[src/rtl/step_gen_pkg.sv]
`default_nettype none
// ============================================================================
//  Module  : step_gen_pkg
//  Purpose : Shared definitions for the multi-axis step generator:
//            per-axis FSM state encoding, default bus widths and the
//            canonical half-periods of the storage-lift mechanisms.
//  Ports   : none (package)
//  Revision: 1.0  initial release
// ============================================================================
package step_gen_pkg;

    typedef enum logic [1:0] {
        ST_IDLE = 2'd0,
        ST_HIGH = 2'd1,
        ST_LOW  = 2'd2
    } state_t;

    localparam int DEF_DIV_W  = 16;
    localparam int DEF_STEP_W = 16;

    // Canonical target half-periods (clk cycles) per machine.
    localparam int HP_ROT  = 4800;
    localparam int HP_LIFT = 24000;
    localparam int HP_EXT  = 12000;

endpackage
`default_nettype wire

[src/rtl/step_axis.sv]
`default_nettype none
// ============================================================================
//  Module  : step_axis
//  Purpose : One stepper axis: accepts a move command, emits exactly the
//            commanded number of step pulses (H high / H low each), reports
//            done, supports abort. Optional acceleration ramp (RAMP_EN).
//  Macro   : RAMP_EN - start at max(RAMP_START, target) half-period and
//            reduce by RAMP_DEC after each completed step, floored at target.
//  Ports   : clk, rst_n (async, active-low)
//            cmd_valid/cmd_ready handshake, cmd_dir, cmd_half_period,
//            cmd_steps, abort in; step_pulse, step_dir, busy, done,
//            aborted, steps_done out (all registered).
//  Revision: 1.0  initial release
// ============================================================================
module step_axis
    import step_gen_pkg::*;
#(
    parameter int DIV_W      = DEF_DIV_W,
    parameter int STEP_W     = DEF_STEP_W,
    parameter int RAMP_START = 24000,
    parameter int RAMP_DEC   = 64
) (
    input  logic              clk,
    input  logic              rst_n,
    input  logic              cmd_valid,
    output logic              cmd_ready,
    input  logic              cmd_dir,
    input  logic [DIV_W-1:0]  cmd_half_period,
    input  logic [STEP_W-1:0] cmd_steps,
    input  logic              abort,
    output logic              step_pulse,
    output logic              step_dir,
    output logic              busy,
    output logic              done,
    output logic              aborted,
    output logic [STEP_W-1:0] steps_done
);

    localparam logic [DIV_W-1:0]  ONE_D  = 1;
    localparam logic [STEP_W-1:0] ONE_S  = 1;
    localparam logic [DIV_W-1:0]  RSTART = DIV_W'(RAMP_START);
    localparam logic [DIV_W-1:0]  RDEC   = DIV_W'(RAMP_DEC);

    state_t            state;
    logic [DIV_W-1:0]  half;       // active half-period
    logic [DIV_W-1:0]  phase_cnt;  // 1..half within the current phase
    logic [STEP_W-1:0] steps_tgt;

    // A zero half-period would never expire; treat it as 1.
    logic [DIV_W-1:0] target_hp;
    logic [DIV_W-1:0] start_hp;
    logic [DIV_W-1:0] next_hp;
    logic             last_step;

    assign target_hp = (cmd_half_period == '0) ? ONE_D : cmd_half_period;
    // steps_done < steps_tgt always holds while moving, so it cannot wrap.
    assign last_step = (steps_done == steps_tgt - ONE_S);

`ifdef RAMP_EN
    logic [DIV_W-1:0] floor_hp;

    assign start_hp = (target_hp < RSTART) ? RSTART : target_hp;
    // Widened compare so target + decrement cannot overflow.
    assign next_hp  = ({1'b0, half} > ({1'b0, floor_hp} + {1'b0, RDEC}))
                    ? (half - RDEC) : floor_hp;

    always_ff @(posedge clk or negedge rst_n) begin
        if (!rst_n) begin
            floor_hp <= '0;
        end else if (state == ST_IDLE && cmd_valid) begin
            floor_hp <= target_hp;
        end
    end
`else
    assign start_hp = target_hp;
    assign next_hp  = half;
    logic unused_ramp;
    assign unused_ramp = ^{RSTART, RDEC};
`endif

    always_ff @(posedge clk or negedge rst_n) begin
        if (!rst_n) begin
            state      <= ST_IDLE;
            half       <= '0;
            phase_cnt  <= '0;
            steps_tgt  <= '0;
            cmd_ready  <= 1'b1;
            step_pulse <= 1'b0;
            step_dir   <= 1'b0;
            busy       <= 1'b0;
            done       <= 1'b0;
            aborted    <= 1'b0;
            steps_done <= '0;
        end else begin
            done <= 1'b0;
            case (state)
                ST_IDLE: begin
                    // Abort is ignored here; a command always wins.
                    if (cmd_valid) begin
                        step_dir   <= cmd_dir;
                        half       <= start_hp;
                        steps_tgt  <= cmd_steps;
                        steps_done <= '0;
                        aborted    <= 1'b0;
                        phase_cnt  <= ONE_D;
                        if (cmd_steps == '0) begin
                            done <= 1'b1;
                        end else begin
                            state      <= ST_HIGH;
                            step_pulse <= 1'b1;
                            cmd_ready  <= 1'b0;
                            busy       <= 1'b1;
                        end
                    end
                end
                ST_HIGH, ST_LOW: begin
                    if (abort) begin
                        state      <= ST_IDLE;
                        step_pulse <= 1'b0;
                        cmd_ready  <= 1'b1;
                        busy       <= 1'b0;
                        done       <= 1'b1;
                        aborted    <= 1'b1;
                    end else if (phase_cnt != half) begin
                        phase_cnt <= phase_cnt + ONE_D;
                    end else if (state == ST_HIGH) begin
                        state      <= ST_LOW;
                        step_pulse <= 1'b0;
                        phase_cnt  <= ONE_D;
                    end else begin
                        // End of LOW: one full step completed.
                        steps_done <= steps_done + ONE_S;
                        phase_cnt  <= ONE_D;
                        if (last_step) begin
                            state     <= ST_IDLE;
                            cmd_ready <= 1'b1;
                            busy      <= 1'b0;
                            done      <= 1'b1;
                        end else begin
                            state      <= ST_HIGH;
                            step_pulse <= 1'b1;
                            half       <= next_hp;
                        end
                    end
                end
                default: begin
                    state      <= ST_IDLE;
                    step_pulse <= 1'b0;
                    cmd_ready  <= 1'b1;
                    busy       <= 1'b0;
                end
            endcase
        end
    end

endmodule
`default_nettype wire

[src/rtl/multi_axis_step_gen.sv]
`default_nettype none
// ============================================================================
//  Module  : multi_axis_step_gen
//  Purpose : N independent stepper pulse generators (rotate / lift /
//            extend and spares) between the sequencing controller and
//            the motor drivers. Each axis is one step_axis instance.
//  Macro   : RAMP_EN - enables the per-move acceleration ramp.
//  Ports   : clk, rst_n (async, active-low)
//            per-axis vectors: cmd_valid, cmd_ready, cmd_dir, abort,
//            step_pulse, step_dir, busy, done, aborted
//            packed buses: cmd_half_period (DIV_W/axis),
//            cmd_steps, steps_done (STEP_W/axis); axis i at [i*W +: W]
//  Revision: 1.0  initial release
// ============================================================================
module multi_axis_step_gen
    import step_gen_pkg::*;
#(
    parameter int N_AXIS     = 3,
    parameter int DIV_W      = DEF_DIV_W,
    parameter int STEP_W     = DEF_STEP_W,
    parameter int RAMP_START = 24000,
    parameter int RAMP_DEC   = 64
) (
    input  logic                     clk,
    input  logic                     rst_n,
    input  logic [N_AXIS-1:0]        cmd_valid,
    output logic [N_AXIS-1:0]        cmd_ready,
    input  logic [N_AXIS-1:0]        cmd_dir,
    input  logic [N_AXIS*DIV_W-1:0]  cmd_half_period,
    input  logic [N_AXIS*STEP_W-1:0] cmd_steps,
    input  logic [N_AXIS-1:0]        abort,
    output logic [N_AXIS-1:0]        step_pulse,
    output logic [N_AXIS-1:0]        step_dir,
    output logic [N_AXIS-1:0]        busy,
    output logic [N_AXIS-1:0]        done,
    output logic [N_AXIS-1:0]        aborted,
    output logic [N_AXIS*STEP_W-1:0] steps_done
);

    for (genvar i = 0; i < N_AXIS; i++) begin : g_axis
        step_axis #(
            .DIV_W      (DIV_W),
            .STEP_W     (STEP_W),
            .RAMP_START (RAMP_START),
            .RAMP_DEC   (RAMP_DEC)
        ) u_axis (
            .clk             (clk),
            .rst_n           (rst_n),
            .cmd_valid       (cmd_valid[i]),
            .cmd_ready       (cmd_ready[i]),
            .cmd_dir         (cmd_dir[i]),
            .cmd_half_period (cmd_half_period[i*DIV_W +: DIV_W]),
            .cmd_steps       (cmd_steps[i*STEP_W +: STEP_W]),
            .abort           (abort[i]),
            .step_pulse      (step_pulse[i]),
            .step_dir        (step_dir[i]),
            .busy            (busy[i]),
            .done            (done[i]),
            .aborted         (aborted[i]),
            .steps_done      (steps_done[i*STEP_W +: STEP_W])
        );
    end

endmodule
`default_nettype wire

[config.mk]
export PLATFORM = sky130hd
export DESIGN_NAME = multi_axis_step_gen
export DESIGN_NICKNAME = d
export VERILOG_FILES = /design/src/rtl/step_gen_pkg.sv /design/src/rtl/step_axis.sv /design/src/rtl/multi_axis_step_gen.sv
export SDC_FILE = /design/constraint.sdc
export NUM_CORES = 1
export LEC_CHECK = 0
export BUFFER_PORTS_ARGS = -buffer_cell sky130_fd_sc_hd__buf_2
export CORE_ASPECT_RATIO = 1.2
export CORE_MARGIN = 2
export CORE_UTILIZATION = 50
export CTS_BUF_LIST = sky130_fd_sc_hd__clkbuf_8
export DETAILED_ROUTE_END_ITERATION = 16
export PLACE_DENSITY = 0.71
export SYNTH_ARGS = -nofsm -noshare
export SYNTH_HDL_FRONTEND = slang
export SYNTH_SLANG_ARGS = --single-unit
[constraint.sdc]
create_clock -name clk -period 8.25 [get_ports clk]
set_input_delay 0.4125 -clock clk [delete_from_list [all_inputs] [get_ports clk]]
set_output_delay 0.4125 -clock clk [all_outputs]
set_load 0.03 [all_outputs]
; Word level (Yosys, flattened, before mapping)
; Cells that the tools add are included.
[totals]
register_bits = 216
inputBits = 107
out_inout_bits = 66
[classes]
add_sub_neg = 9
n_eq_ne = 42
mux = 138
reduce_logical = 36
[ops]
columns = op, count
row1 = 2-to-1 mux 16 bit, 24
row2 = one-hot mux 16 bit (2 select lines), 6
row3 = adder 16 x 1 -> 16 bit (second input constant), 6
row4 = logical NOT 16 bit, 6
row5 = 2-to-1 mux 1 bit, 75
row6 = == test 16 bit, 3
row7 = inequality test 16 bit, 3
row8 = subtractor 16 x 1 -> 16 bit (second input constant), 3
row9 = inequality test 2 bit (second input constant), 18
row10 = 2-to-1 mux 2 bit, 15
row11 = one-hot mux 1 bit (2 select lines), 15
row12 = AND reduction 5 bit, 6
row13 = AND reduction 3 bit, 9
row14 = inequality test 3 bit (second input constant), 6
row15 = inequality test 4 bit (second input constant), 3
row16 = one-hot mux 2 bit (2 select lines), 3
row17 = AND reduction 4 bit, 3
row18 = inequality test 3 x 2 -> 1 bit (second input constant), 3
row19 = == test 2 x 1 -> 1 bit (second input constant), 3
row20 = == test 2 bit (second input constant), 3
row21 = logical NOT 2 bit, 3
row22 = AND reduction 2 bit, 3
row23 = nonzero test 2 bit, 3
row24 = OR reduction 2 bit, 3

; Logic depth before layout (Yosys ltp)
[logic_depth]
ltp_word = 7
depth_mapped = 12
depth_no_buf = 9

; Hierarchy
; A second synthesis with hierarchy kept.
[hier_totals]
cells_unflattened = 1241
hier_area_um2 = 12363.1
[modules_own_cells]
columns = mod, n_inst, cells_each, area_per_inst_um2, seq_area_each_um2
row1 = step_axis (g_axis[0].u_axis ...), 2, 414, 4131.5, 1803.0
row2 = step_axis (g_axis[2].u_axis), 1, 413, 4100.2, 1803.0

; Worst setup path after synthesis
; No wires, ideal clock.
[synth_path]
path_kind = reg-to-reg
start = reg g_axis[2].u_axis.steps_tgt[0]
end = reg g_axis[2].u_axis.busy
setup_ps = 126
arrival_ps = 2946
required_time_ps = 8124
slack_ps = 5178
path_stages_with_launch = 11
path_buffers = 2
synth_period_minus_slack_ps = 3072
cell_sequence = dfrtp_1 -> inv_1 -> ha_1 -> or4b_1 -> buf_2 -> or3_4 -> a2111oi_4 -> o211ai_1 -> or4_1 -> buf_2 -> a311o_1
[synth_between]
elab_chain_len = 4
[synth_rtl]
columns = item, line_no
row1 = start: declaration, step_axis.sv:47  ; logic [STEP_W-1:0] steps_tgt;
row2 = start signal: assignment, step_axis.sv:102  ; steps_tgt <= cmd_steps;
row3 = subtractor 16 x 1 -> 16 bit, step_axis.sv:57  ; assign last_step = (steps_done == steps_tgt - ONE_S);
row4 = == test 16 bit, step_axis.sv:57
row5 = inequality test 3 x 2 -> 1 bit (no source line), -
row6 = AND reduction 5 bit (no source line), -
row7 = end signal: assignment, step_axis.sv:90  ; busy <= 1'b0;
row8 = end signal: assignment, step_axis.sv:112  ; busy <= 1'b1;
row9 = end signal: assignment, step_axis.sv:121  ; busy <= 1'b0;
row10 = end: declaration, step_axis.sv:33  ; output logic busy,
; Every way passes these cells.
; A chain may end at the register's enable or synchronous reset.

; Worst setup path after layout
[layout_path]
start = reg g_axis[0].u_axis.state[0]
end = reg g_axis[0].u_axis.steps_done[9]
[layout_between]
elab_chain_len = 4
elab_cells_between_ends = 11
classes_between = eq/ne: 6 / mux: 1 / reduce/logical: 4
[layout_rtl]
columns = item, line_no
row1 = start: declaration, step_axis.sv:44  ; state_t state;
row2 = start signal: assignment, step_axis.sv:83  ; state <= ST_IDLE;
row3 = start signal: assignment, step_axis.sv:109  ; state <= ST_HIGH;
row4 = start signal: assignment, step_axis.sv:118  ; state <= ST_IDLE;
row5 = == test 2 bit or == test 2 x 1 -> 1 bit (tied branches), "step_axis.sv:96, step_axis.sv:126"
row6 = OR reduction 2 bit, step_axis.sv:96  ; case (state)
row7 = inequality test 2 bit (no source line) or nonzero test 2 bit (tied branches), -
row8 = AND reduction 5 bit (no source line), -
row9 = end signal: assignment, step_axis.sv:132  ; steps_done <= steps_done + ONE_S;
row10 = end: declaration, step_axis.sv:36  ; output logic [STEP_W-1:0] steps_done
; Parallel ways exist; a longest one is shown, timed or not.

==> results.cfg <==
[run_status]
status = complete, no violations

[timing]
period_minus_slack_ps = 4160
period_share_pct = 50.5
tightest_slew_ps = 1060
setup_slack_ps = 4090
tns_ps = 0
max_freq_ghz = 0.240
finalHoldViolations = 0
clock_skew_ps = 18.1
setup_viol = 0
finalMaxSlewViolations = 0
slew_headroom_pct = 29.4
rsz0062_at_grt = false

[hold_path]
min_path_type = in -> reg
hold_path.startpoint = cmd_dir[0]

[placement]
place.gp.congestion = 0.907
pre_cts_slack_ps = 4140
placed_cells = 1699
numPortBuffers = 172
hpwlAfterDp_um = 22200

[worst_setup_path]
startpoint = g_axis[0].u_axis.state[0]$_DFFE_PN0P_
crit_type = reg -> reg
cp_top_family = compound AO/OA/AOI/OAI gates
r2r_start = g_axis[0].u_axis.state[0]$_DFFE_PN0P_
cp-end-kind = register
required_ps = 8650
crit_chain = inv_1 -> ha_1 -> nor2_1 -> a211oi_1 -> inv_1 -> a21oi_1 -> nor2b_1 -> nand2_1 -> o41ai_1
crit_path_top_delay_cell = a21oi_1
crit_buf_inv = 2
slowest_delay_ps = 820
crit_arrival_ps = 4560
start_kind = register
crit_fanout = 26
cpMostUsedCell = inv_1

[synth]
yosysWarnings = 0
avgSynthCellArea_sq_um = 9.86
yosysUniqueCellTypes = 69
synth_edf_count = 0
seq_area_frac_synth_pct = 43.6
ys_async_sr_fraction_pct = 100
ys_ff_latch = 216
synth_nets = 1384
syn-cell-area_sq_um = 12400
synthFlopType = dfrtp_1
netlist_instances = 1259

[detailed_routing]
drt_iter0_drc = 564
vias_per_cell = 5.74
detail_route.wl_per_cell_um = 17.0
postRouteAntennaNets = 0
routed_wl_um = 30100
first_pass_iters = 6
post-route-drc-count = 0
via_count = 10148

[floorplanning]
core-area_sq_um = 24600
initial_core_util_pct = 50.5
die_area_sq_um = 26100
die_y_um = 177
rows = 63
ioPinCount = 173
die_w_um = 148

[global_routing]
antenna_found_initial = 0
grt.total_usage_pct = 23.1
top_usage_layer = met2
met1_usage_pct = 28.7
grt_pass1_wl_um = 49500
grt_overflow = 0
grt_max_degree = 78
grt_pass1_vias = 9906
grt_util_met3_pct = 4.30
grt_use_met2_pct = 40.8

[clock_tree]
cts_setup_buffers = 0
clock_sinks = 216
cts_tree = done
clkLatencyLatePin_ps = 520
clk_transition_reported_paths_ps = 60
cts_buffer_depth = 3
htreeDepth = 2
cts-root-buf = clkbuf_8
cts_buffers = 38

[job]
maxCapViolations = 0

[layout]
layout_commonest_cell = dfrtp_1
final_cells = 1768
drive_gt1_share_pct = 24.5
nets = 1540
layout_common_cells = dfrtp_1 (213), buf_2 (171), mux2_2 (97), nor2_1 (93), nand2_1 (88)
antenna_cells = 0
syn_to_final_growth_pct = 15.0

[power]
power.density_nw_per_um2 = 328
power_leakage_nw = 6.39
vdd_drop_max_v = 0.000195
power_mw = 4.69
synth_stat cells (all sizes together), types with 6 or more instances:
cell    number  area share, %
dfrtp      213             43
mux2        97            8.8
nor2        93            2.8
nand2       88            2.7
xor2        83            5.9
o21ai       65            2.6
xnor2       62            4.4
nand3       51            2.1
clkbuf      42            1.3
nor4        42            2.1
a21oi       39            1.6
inv         36            1.1
nand4       31            1.6
nor3        29            1.2
buf         22            1.2
and3        21            1.1
or3         21            1.1
a22o        19            1.3
ha          18            1.8
and2        17           0.86
o31ai       14           0.85
nor2b       13           0.66
nand2b      12           0.60
or4         12           0.73
or2          9           0.45
a21o         8           0.48
o211ai       6           0.36
o31a         6           0.42
o41ai        6           0.42
area by class of cell:
class                      instances  area (sq um)
clock inverter                    19           160
inverter                          36           135
timing repair buffer             180           933
multi-input combinational        943          6560
tap                              325           407
sequential                       216          5410
clock buffer                      49           674
fill                            2185         10300
metrics by stage:
step / utilization (%) / instance area (sq um) / hold WS [ps]
5_1_grt: 58.1 / 14300 / 104
2_1_floorplan: - / 12400 / 117
4_1_cts: 58.1 / 14300 / 88.7
3_3_place_gp: 54.6 / 13400 / 430
6_report: 58.1 / 14300 / 122
3_5_place_dp: 54.6 / 13400 / 437
state kept, by name, summed over array words and instances (netlist names):
signal,cells
g_axis.u_axis.done,3
g_axis.u_axis.busy,3
g_axis.u_axis.step_pulse,3
g_axis.u_axis.steps_done,48
g_axis.u_axis.aborted,3
g_axis.u_axis.cmd_ready,3
g_axis.u_axis.half,48
g_axis.u_axis.step_dir,3
g_axis.u_axis.state,6
g_axis.u_axis.phase_cnt,48
g_axis.u_axis.steps_tgt,48
layer usage:
layer  routed length (um)  share of wire (%)  up-vias
met5                    0                  0        -
met4                  711                2.4        0
met3                 1620                5.4       54
met2                15200                 51      288
met1                12600                 42     4928
li1                     -                  -     4878
repair_timing:
| action | 4_1_cts | 5_1_grt |
|---|---|---|
| endpoints found under the hold margin | 74 | 0 |
| gates resized for setup | 0 | 0 |
| hold buffers | 1 | 0 |
| endpoints found under the setup margin | 0 | 0 |
path summary, 6_finish.rpt:
kind	cells after the start	endpoint	slack [ps]
max	9	g_axis[0].u_axis.steps_done[9]$_DFFE_PN0P_	4090
min in group asynchronous	2	g_axis[2].u_axis.phase_cnt[13]$_DFFE_PN0P_	480
max in group asynchronous	3	g_axis[1].u_axis.half[13]$_DFFE_PN0P_	6410
max reg2reg	9	g_axis[0].u_axis.steps_done[9]$_DFFE_PN0P_	4090
min reg2reg	1	g_axis[0].u_axis.step_dir$_DFFE_PN0P_	500
min	2	g_axis[0].u_axis.step_dir$_DFFE_PN0P_	120
kinds of logic (layout without fill, tap and decap cells):
kind of cell	after synthesis	after routing	share of synthesized area (%)
flip-flops	216	216	43.6
multiplexers	102	102	9.20
adder cells (fa/ha/maj)	18	18	1.81
buffers and inverters	100	284	3.59
AO/OA/AOI/OAI	210	210	11.7
AND/OR/NAND/NOR	468	468	19.9
XOR/XNOR	145	145	10.2
where the power goes:
part | total (mW) | switching [mW] | internal, mW
Sequential | 1.79 | 0.382 | 1.41
Combinational | 1.83 | 1.03 | 0.803
Clock | 1.07 | 0.440 | 0.627
(Power assumes the default switching activity.)
